$ cat config.mk
export PLATFORM = sky130hd
export DESIGN_NAME = deinterleaver_top
export DESIGN_NICKNAME = d
export VERILOG_FILES = /design/src/rtl/deinterleaver_top.sv
export SDC_FILE = /design/constraint.sdc
export NUM_CORES = 1
export LEC_CHECK = 0
export CAP_MARGIN = 20
export CORE_MARGIN = 3
export CORE_UTILIZATION = 55
export CTS_BUF_LIST = sky130_fd_sc_hd__clkbuf_16
export DETAILED_ROUTE_END_ITERATION = 8
export PLACE_DENSITY = 0.71
export SLEW_MARGIN = 20
export SYNTH_ARGS = -nofsm -noshare
export SYNTH_HDL_FRONTEND = slang
export SYNTH_SLANG_ARGS = --single-unit
$ cat constraint.sdc
create_clock -name clk -period 5.4 [get_ports clk]
set_clock_uncertainty 0.1 [all_clocks]
set_input_delay 1.08 -clock clk [delete_from_list [all_inputs] [get_ports clk]]
set_output_delay 1.08 -clock clk [all_outputs]
set_load 0.05 [all_outputs]
$ cat src/rtl/deinterleaver_top.sv
// WiMAX 802.16 receive block-deinterleaver (QPSK, Ncbps = 192, d = 16) with
// ping-pong bit banks for continuous 1 bit/cycle streaming under valid/ready.
module deinterleaver_top (
  input  logic clk,
  input  logic reset,
  input  logic data_in,
  input  logic valid_in,
  output logic ready_out,
  input  logic ready_in,
  output logic data_out,
  output logic valid_out
);

  localparam int NCBPS = 192;
  localparam logic [3:0] ROW_LAST = 4'd11;
  localparam logic [3:0] COL_LAST = 4'd15;
  localparam logic [7:0] ADDR_LAST = 8'(NCBPS - 1);

  logic [NCBPS-1:0] bank [2];
  logic [1:0] full;
  logic [1:0] full_nx;
  logic       wr_sel;
  logic       rd_sel;
  logic [3:0] row;
  logic [3:0] col;
  logic [7:0] rd_addr;
  logic [7:0] wr_addr;
  logic       in_fire;
  logic       blk_done;
  logic       load;
  logic       last_load;

  assign ready_out = !full[wr_sel];
  assign in_fire   = valid_in && ready_out;
  // Row-major placement of column-ordered input: k = 16*(j mod 12) + j/12.
  assign wr_addr   = {row, col};
  assign blk_done  = in_fire && (row == ROW_LAST) && (col == COL_LAST);
  assign load      = full[rd_sel] && (!valid_out || ready_in);
  assign last_load = load && (rd_addr == ADDR_LAST);

  // A set and a clear on the same edge always target different banks.
  always_comb begin
    full_nx = full;
    if (blk_done)  full_nx[wr_sel] = 1'b1;
    if (last_load) full_nx[rd_sel] = 1'b0;
  end

  always_ff @(posedge clk or posedge reset) begin
    if (reset) begin
      full <= 2'b00;
    end else begin
      full <= full_nx;
    end
  end

  // Write side
  always_ff @(posedge clk or posedge reset) begin
    if (reset) begin
      row    <= '0;
      col    <= '0;
      wr_sel <= 1'b0;
    end else if (in_fire) begin
      if (row == ROW_LAST) begin
        row <= '0;
        if (col == COL_LAST) begin
          col    <= '0;
          wr_sel <= ~wr_sel;
        end else begin
          col <= col + 4'd1;
        end
      end else begin
        row <= row + 4'd1;
      end
    end
  end

  always_ff @(posedge clk) begin
    if (in_fire) bank[wr_sel][wr_addr] <= data_in;
  end

  // Read side: sequential drain into a single output register
  always_ff @(posedge clk or posedge reset) begin
    if (reset) begin
      rd_addr   <= '0;
      rd_sel    <= 1'b0;
      data_out  <= 1'b0;
      valid_out <= 1'b0;
    end else if (load) begin
      data_out  <= bank[rd_sel][rd_addr];
      valid_out <= 1'b1;
      if (last_load) begin
        rd_addr <= '0;
        rd_sel  <= ~rd_sel;
      end else begin
        rd_addr <= rd_addr + 8'd1;
      end
    end else if (ready_in) begin
      valid_out <= 1'b0;
    end
  end

endmodule

# Word-level counts from Yosys, hierarchy flattened
# Memories as Yosys holds them, arrays and structs flattened.
# Index checks and enable logic that the tools add are counted.
# W data, S select, Z words.
word_totals:
  reg_bits: 22
  ramBits: 384
  output_inout_bits: 3
  wordCells: 63
  memories: 1
memory_table:
  columns: ["memory", "words", "width", "rd", "rd_clocked_by_memory_dff", "write_ports", "line_no", "source"]
  rows:
  - ["bank", 2, 192, 1, 0, 1, "19", "logic [NCBPS-1:0] bank [2];"]
classes:
  addsub: 3
  magnitude_cmp: 7
  eq_ne: 3
  n_mux: 21
  bitwise_logic: 5
  reduce_logical: 15
op_table:
  columns: ["op", "count"]
  rows:
  - ["$mux W192", 1]
  - ["$lt A8 B9 Y1 const B", 2]
  - ["$mux W1", 11]
  - ["$add A4 B1 Y4 const B", 2]
  - ["$add A8 B1 Y8 const B", 1]
  - ["$bmux W1 S8", 1]
  - ["$demux W1 S8", 1]
  - ["$eq A4 B4 Y1 const B", 2]
  - ["$eq A8 B8 Y1 const B", 1]
  - ["$ge A8 B1 Y1 const B", 1]
  - ["$logic_and A1 B1 Y1", 8]
  - ["$mux W4", 2]
  - ["$mux W8", 1]
  - ["$lt A1 B2 Y1 const B", 2]
  - ["$mux W2", 2]
  - ["$reduce_and A2 Y1", 2]
  - ["$reduce_and A3 Y1", 1]
  - ["$and A2 B2 Y2", 1]
  - ["$demux W1 S1", 2]
  - ["$ge A1 B1 Y1 const B", 2]
  - ["$logic_not A1 Y1", 2]
  - ["$not A1 Y1", 2]
  - ["$not A2 Y2", 1]
  - ["$or A2 B2 Y2", 1]
  - ["other kinds (2)", 2]

# Longest topological paths before layout
# Gate-level depths: netlist of run 1.
logic_depth:
  depth_word: 9
  ltp_mapped: 11
  depth_no_buf: 7

# Worst setup path after synthesis of run 1
# No wires, ideal clock.
synth_timing:
  kind: "flip-flop to flip-flop"
  startpoint: "reg wr_sel"
  endpoint: "mem bank[1][102] (enable)"
  t_arrival_ns: 2.847
  path_slack_ns: 2.153
  stages_incl_launch_ff: 9
  synth_period_minus_slack_ns: 3.247
  cell_sequence: "dfrtp_1 > clkbuf_1 > mux2i_1 > and2_1 > clkbuf_1 > clkbuf_1 > nand3_1 > clkbuf_1 > nor2_1"
synth_via:
  elab_chain_len: 6
synth_rtl:
  columns: ["element", "line_no", "source"]
  rows:
  - ["start: declaration", "22", "logic wr_sel;"]
  - ["start signal: assignment", "67", "wr_sel <= ~wr_sel;"]
  - ["$mux W1 (implied by the code) (2 in series)", "33", "assign ready_out = !full[wr_sel];"]
  - ["$logic_not A1 Y1", "33", null]
  - ["named net ready_out", "8", "output logic ready_out,"]
  - ["$logic_and A1 B1 Y1", "34", "assign in_fire = valid_in && ready_out;"]
  - ["$mux W1", "78", "if (in_fire) bank[wr_sel][wr_addr] <= data_in;"]
  - ["$mux W192 (implied by the code)", "78", null]
  - ["end: declaration", "19", null]
# The timed path passes the listed nets, and every way through them passes these cells. The select of a mux whose other input is x is not followed.

# Worst setup path in the final report of run 1
layout_timing:
  startpoint: "reg wr_sel"
  endpoint: "out ready_out"
layout_via:
  elab_chain_len: 3
layout_rtl:
  columns: ["element", "line_no"]
  rows:
  - ["$mux W1 (implied by the code) (2 in series)", "33"]
  - ["$logic_not A1 Y1", "33"]
  - ["end: declaration", "8"]
# No other way between the ends. The select of a mux whose other input is x is not followed.

==> results of run 1 <==
## state kept, by name (all words and copies together) (netlist names)
register,flops
bank,384
rd_addr,8
col,4
row,4
full,2
data_out,1
rd_sel,1
valid_out,1
wr_sel,1
## synth_stat cells, types with 5 or more instances
cell | n | area, um2
nor2_1 | 395 | 1483
nor4_1 | 6 | 37.54
edfxtp_1 | 384 | 11530
buf_4 | 8 | 60.06
o22ai_1 | 11 | 68.82
nand2_1 | 38 | 142.6
ha_1 | 9 | 112.6
nand4_1 | 5 | 31.28
dfrtp_1 | 22 | 550.5
clkbuf_1 | 82 | 307.8
nor3_1 | 14 | 70.07
inv_1 | 10 | 37.54
buf_6 | 5 | 56.30
nor2b_1 | 7 | 43.79
o221ai_1 | 9 | 78.83
nand2b_1 | 11 | 68.82
mux4_2 | 77 | 1734
mux2i_1 | 29 | 290.3
mux2_2 | 21 | 236.5
a21oi_1 | 11 | 55.05
o21ai_0 | 15 | 75.07
a22oi_1 | 8 | 60.06
nand3_1 | 35 | 175.2
## layout make-up
| type | count | area (um2) |
|---|---|---|
| clock buffer | 43 | 1076 |
| clock inverter | 33 | 167.7 |
| fill | 2424 | 12260 |
| inverter | 13 | 48.80 |
| multi-input combinational | 763 | 5291 |
| sequential | 406 | 12090 |
| tap | 435 | 544.3 |
| timing repair buffer | 32 | 322.8 |
## layer usage
metal | up-vias | track usage [%]
met2 | 423 | 40.88
met3 | 110 | 4.512
met4 | 0 | 9.473
li1 | 4689 | -
met1 | 5443 | 32.04
met5 | - | 0
## critical path, cell delays in order, from the launching register on
cell and delay, ns:
dfrtp_1 0.75, mux2i_1 0.30, clkdlybuf4s50_1 0.84
## cells by family after synthesis
kind of cell,Yosys count
flip-flops,406
AO/OA/AOI/OAI,93
AND/OR/NAND/NOR,526
buffers and inverters,114
adder cells (fa/ha/maj),9
multiplexers,128
XOR/XNOR,7
## power groups by stage
stage                     clock, mW  combinational, mW  sequential, mW
final                          2.63              0.612            3.53
after floorplan                   0              0.352            3.57
after detailed placement          0              0.608            3.59
after global routing           2.78              0.661            3.54
after global placement            0              0.583            3.59
after CTS                      2.67              0.610            3.53
## stage by stage
stage                     setup WS, ns  power [mW]  instances
final                            1.799       6.768       1725
after global routing             1.694       6.972       1725
after CTS                        1.775       6.809       1724
after detailed placement         1.775       4.203       1648
after global placement           1.303       4.175       1646
after floorplan                  2.153       3.919       1283
## worst max path at each step
| stage | to | cells after the start |
|---|---|---|
| 2_1_floorplan | bank[1][102]$_DFFE_PP_ | 8 |
| 3_3_place_gp | bank[1][152]$_DFFE_PP_ | 4 |
| 3_5_place_dp | bank[1][147]$_DFFE_PP_ | 4 |
| 4_1_cts | ready_out | 2 |
| 5_1_grt | data_out$_DFFE_PP0P_ | 8 |
| 6_report | ready_out | 2 |
==> impl_metrics.toml, run 1 <==
[status]
outcome = "finished, final reports clean"

[cts]
post_cts_buffers = 0
ctsHoldBuffers = 0
cts_tree = "done"
ctsResizeCount = 0
cts_buffer_depth = 3
cts.clk_slew.worst_paths_ns = 0.06
cts-root-buf = "clkbuf_16"
cts_made_buffers = 42
clock_latency_ns = 0.53
h-tree-depth = 2
cts.sinks = 406

[floorplanning]
die_w_um = 186.2
rows = 65
core_mm2 = 0.03180
start_util_pct = 56.16
ios = 8
die-area_mm2 = 0.03466
dieHeight_um = 186.2

[timing]
final-max-slew-violation-count = 0
relSlewSlack_pct = 27.38
hold_viol = 0
fmaxAchievable_ghz = 0.2777
worst_pin_slew_ns = 1.087
period_share_pct = 66.68
fin_tns_setup_ns = 0
period_needed_ns = 3.601
finalSetupViolCount = 0
grt_setup_unrepaired = "false"
whs_ns = 0.4209

[synthesis]
syn_avg_cell_area_um2 = 13.92
ys_types = 59
ys_async_sr_fraction_pct = 5.419
synth_top_family_by_area = "multiplexers"
synth_xor_xnor_area_share_pct = 0.3433
syn_inst = 1283
synth_seq_cells = 406
yosys.area_share.simple_pct = 12.07
synth_warnings = 0
synth-edff-count = 384
synthAdderAreaFrac_pct = 0.6306
syn-num-nets = 1297
ys_seq_area_share_pct = 67.66
muxShareOfSynthArea_pct = 12.81
syn_area_mm2 = 0.01786
synth_compound_area_share_pct = 3.686
ys.flop_type = "edfxtp_1"

[grt]
grt_pass1_wl_um = 62840
grt_max_degree = 221
antenna_found_initial = 0
gr-total-overflow = 0
grt_usage_pct = 24.35
grt_pass1_vias = 10771

[cells_and_area]
final_util_pct = 61.45
syn2layout_area_growth_pct = 9.424
drive_gt1_share_pct = 14.50
fin_area_mm2 = 0.01954
layout.nets = 1272
diodes = 0
most-common-layout-cells = "nor2_1, edfxtp_1, mux4_2"
final_common_cell = "nor2_1"

[setup_path]
startpoint = "wr_sel$_DFFE_PP0N_"
endpoint_kind = "primary output"
rr_startpoint = "rd_sel$_DFFE_PP0P_"
crit_type = "register to primary output"
reg2reg_depth = 8
startpoint_type = "register"
r2r-end = "data_out$_DFFE_PP0P_"
reg2reg_slack_ns = 1.90
crit_arrival_ns = 2.42
required_ns = 4.22
critPathMaxFanout = 18

[drt]
wl_met2_um = 20380
met3_length_um = 3037
routed_via_density = 6.183
top_layer = "met4"
drt_first_pass_iters = 6
drt-met1-wl_um = 15740
wl_per_cell_um = 23.66
final_antenna_net_count = 0
drc_errors = 0
num_vias = 10665
routed_wl_um = 40810
drtIter0Drc = 1152

[power]
netSwitchingPower_mw = 1.677
p_leak_nw = 5.882
peakVddDrop_mv = 0.2882
p_comb_share_pct = 9.0
cellPowerDensity_mw_per_mm2 = 346.4
p_int_mw = 5.091
pwr-share-seq_pct = 52.2
p_sw_share_pct = 24.77
p_clk_share_pct = 38.8

[hold_path]
hold-path-endpoint = "full[0]$_DFF_PP0_"
hp-class = "register to register"
whs_path_depth = 1
min_from = "full[0]$_DFF_PP0_"

[place]
place.gp.congestion = 0.8501
post-dp-hpwl_um = 23640
io_buffers = 7
dpl_cell_area_mm2 = 0.01827

[job]
drv_cap = 0
No activity file was read; power rests on OpenSTA's default activity.
==> run 2: changes to the inputs <==
--- a/config.mk
+++ b/config.mk
@@ -10,7 +10,7 @@
 export CORE_UTILIZATION = 55
 export CTS_BUF_LIST = sky130_fd_sc_hd__clkbuf_16
 export DETAILED_ROUTE_END_ITERATION = 8
-export PLACE_DENSITY = 0.71
+export PLACE_DENSITY = 0.73
 export SLEW_MARGIN = 20
 export SYNTH_ARGS = -nofsm -noshare
 export SYNTH_HDL_FRONTEND = slang
==> constraint.sdc (replaced) <==
create_clock -name clk -period 3.07 [get_ports clk]
set_clock_uncertainty 0.1 [all_clocks]
set_input_delay 0.614 -clock clk [delete_from_list [all_inputs] [get_ports clk]]
set_output_delay 0.614 -clock clk [all_outputs]
set_load 0.05 [all_outputs]
==> run 2 against run 1 <==
Against the previous run:
- register-to-register slack worse by 1.8 ns
- core utilization is 2.1 points higher
- setup slack worse by 1.7 ns
- non-clock buffer count up 78
- sequential share of layout area shrank 2.0 points
- critical path depth rose by 8
- sequential cell count stayed put
- cell area is 3.4% higher
- via count up 4.4%
- final cell count grew 4.3%
- clock power increased by 75%
- largest power group unchanged
==> impl_metrics.toml, run 2 (same netlist as run 1, synthesis figures left out) <==
[cts]
cts-root-buf = "clkbuf_16"
cts.sinks = 406
clock_latency_ns = 0.53
cts_buffer_depth = 3
cts_tree = "done"
ctsHoldBuffers = 0
h-tree-depth = 2
cts_made_buffers = 41
cts.clk_slew.worst_paths_ns = 0.06

[drt]
drt_first_pass_iters = 5
final_antenna_net_count = 0
wl_per_cell_um = 24.54
drc_errors = 0
drtIter0Drc = 1399
num_vias = 11133
routed_via_density = 6.185
routed_wl_um = 44180

[setup_path]
critical_path_depth = 10
cpMaxStageDelayCell = "dfrtp_4"
endpoint_kind = "register"
path_buf_inv = 4
startpoint = "rd_sel$_DFFE_PP0P_"
critPathMostFrequentCell = "buf_4"
r2r-end = "data_out$_DFFE_PP0P_"
crit_arrival_ns = 3.26
crit_family = "compound AO/OA/AOI/OAI gates"
slowest_delay_ns = 0.49
crit_type = "register to register"
worstPathCellList = "buf_4 -> buf_4 -> buf_12 -> buf_4 -> mux4_2 -> mux2i_1 -> o221ai_1 -> a21o_1 -> o31a_1 -> o32a_1"
required_ns = 3.39
reg2reg_depth = 10
reg2reg_slack_ns = 0.13
rr_startpoint = "rd_sel$_DFFE_PP0P_"
critPathMaxFanout = 13
startpoint_type = "register"

[place]
place.gp.congestion = 0.8895
dpl_cell_area_mm2 = 0.01889
io_buffers = 7
dpl.cell_count = 1720
post-dp-hpwl_um = 27220

[power]
p_clk_share_pct = 38.4
p_total_mw = 11.98
p_int_mw = 8.990
pwr-share-seq_pct = 51.9
netSwitchingPower_mw = 2.988
peakVddDrop_mv = 0.4525
p_comb_share_pct = 9.7
p_sw_share_pct = 24.95
cellPowerDensity_mw_per_mm2 = 592.7
p_leak_nw = 6.271

[cells_and_area]
largest_reg_flops = 384
most-common-layout-cells = "nor2_1, edfxtp_1, buf_4"
layout.nets = 1349
drive_gt1_share_pct = 18.97
regMostFlops = "bank"
diodes = 0
fin_area_mm2 = 0.02021
syn2layout_area_growth_pct = 13.18
stdcell_count = 1800
reg_top3 = "bank: 384 flops, rd_addr: 8 flops"
final_common_cell = "nor2_1"

[timing]
period_needed_ns = 2.942
finalSetupViolCount = 0
relSlewSlack_pct = 54.02
grt_setup_unrepaired = "false"
worst_pin_slew_ns = 0.6833
fin_tns_setup_ns = 0
final-max-slew-violation-count = 0
hold_viol = 0
period_share_pct = 95.84
fmaxAchievable_ghz = 0.3399

[grt]
gr-total-overflow = 0
antenna_found_initial = 0
grt_max_degree = 113
grt_pass1_vias = 11287
grt_pass1_wl_um = 66720
grt_usage_pct = 26.02

[hold_path]
hp-class = "input port to async pin"

[floorplanning]
start_util_pct = 56.16
dieHeight_um = 186.2
die-area_mm2 = 0.03466
die_w_um = 186.2
ios = 8
rows = 65
core_mm2 = 0.03180

[status]
outcome = "finished, final reports clean"

[job]
drv_cap = 0
-- run 2: changes by cell type in the layout (fill, tap and decap cells not counted), sizes merged --
cell,previous run,this run
buf,26,104
clkinvlp,2,0
inv,28,27
-- run 2: power by group through the flow --
stage | sequential (mW) | clock (mW) | combinational, mW
after global placement | 6.32 | 0 | 1.13
final | 6.21 | 4.60 | 1.17
after detailed placement | 6.33 | 0 | 1.16
after global routing | 6.22 | 4.90 | 1.23
after CTS | 6.21 | 4.66 | 1.16
after floorplan | 6.27 | 0 | 0.620
-- run 2: metal layers --
metal	global-route usage [%]	vias up	share of wire [%]	wire length (um)
li1	-	4839	-	-
met1	35.35	5580	38	16660
met2	42.12	583	48	21270
met3	5.951	131	10	4531
met4	9.115	0	3.9	1710
met5	0	-	0	0
-- run 2: final cells by class --
| class | count | area, um2 |
|---|---|---|
| clock buffer | 43 | 1076 |
| clock inverter | 30 | 147.6 |
| fill | 2335 | 11590 |
| inverter | 13 | 48.80 |
| multi-input combinational | 763 | 5280 |
| sequential | 406 | 12090 |
| tap | 435 | 544.3 |
| timing repair buffer | 110 | 1023 |
-- run 2: through the flow --
step / utilization (%) / hold WS (ns) / setup slack (ns)
after floorplan: - / 0.4019 / 0.07647
after global placement: 59.42 / 0.4350 / 0.01740
after detailed placement: 59.42 / 0.4444 / 0.01724
after CTS: 63.44 / 0.3581 / 0.1369
after global routing: 63.56 / 0.4165 / 0.06298
final: 63.56 / 0.3462 / 0.1278
-- run 2: worst max path at each step --
stage                                   endpoint  slack, ns
after floorplan           bank[1][102]$_DFFE_PP_       0.08
after global placement      data_out$_DFFE_PP0P_       0.02
after detailed placement    data_out$_DFFE_PP0P_       0.02
after CTS                   data_out$_DFFE_PP0P_       0.14
after global routing        data_out$_DFFE_PP0P_       0.06
final                       data_out$_DFFE_PP0P_       0.13
-- run 2: tightest hold or removal path, stage by stage --
cell and delay, ns:
clkdlybuf4s50_1 0.40, inv_1 0.06, buf_4 0.30
-- run 2: repair_timing --
item / in CTS / in global routing
setup buffers: 4 / 3
endpoints found under the setup margin: 1 / 1
pin swaps: 0 / 0
gates resized for setup: 0 / 2
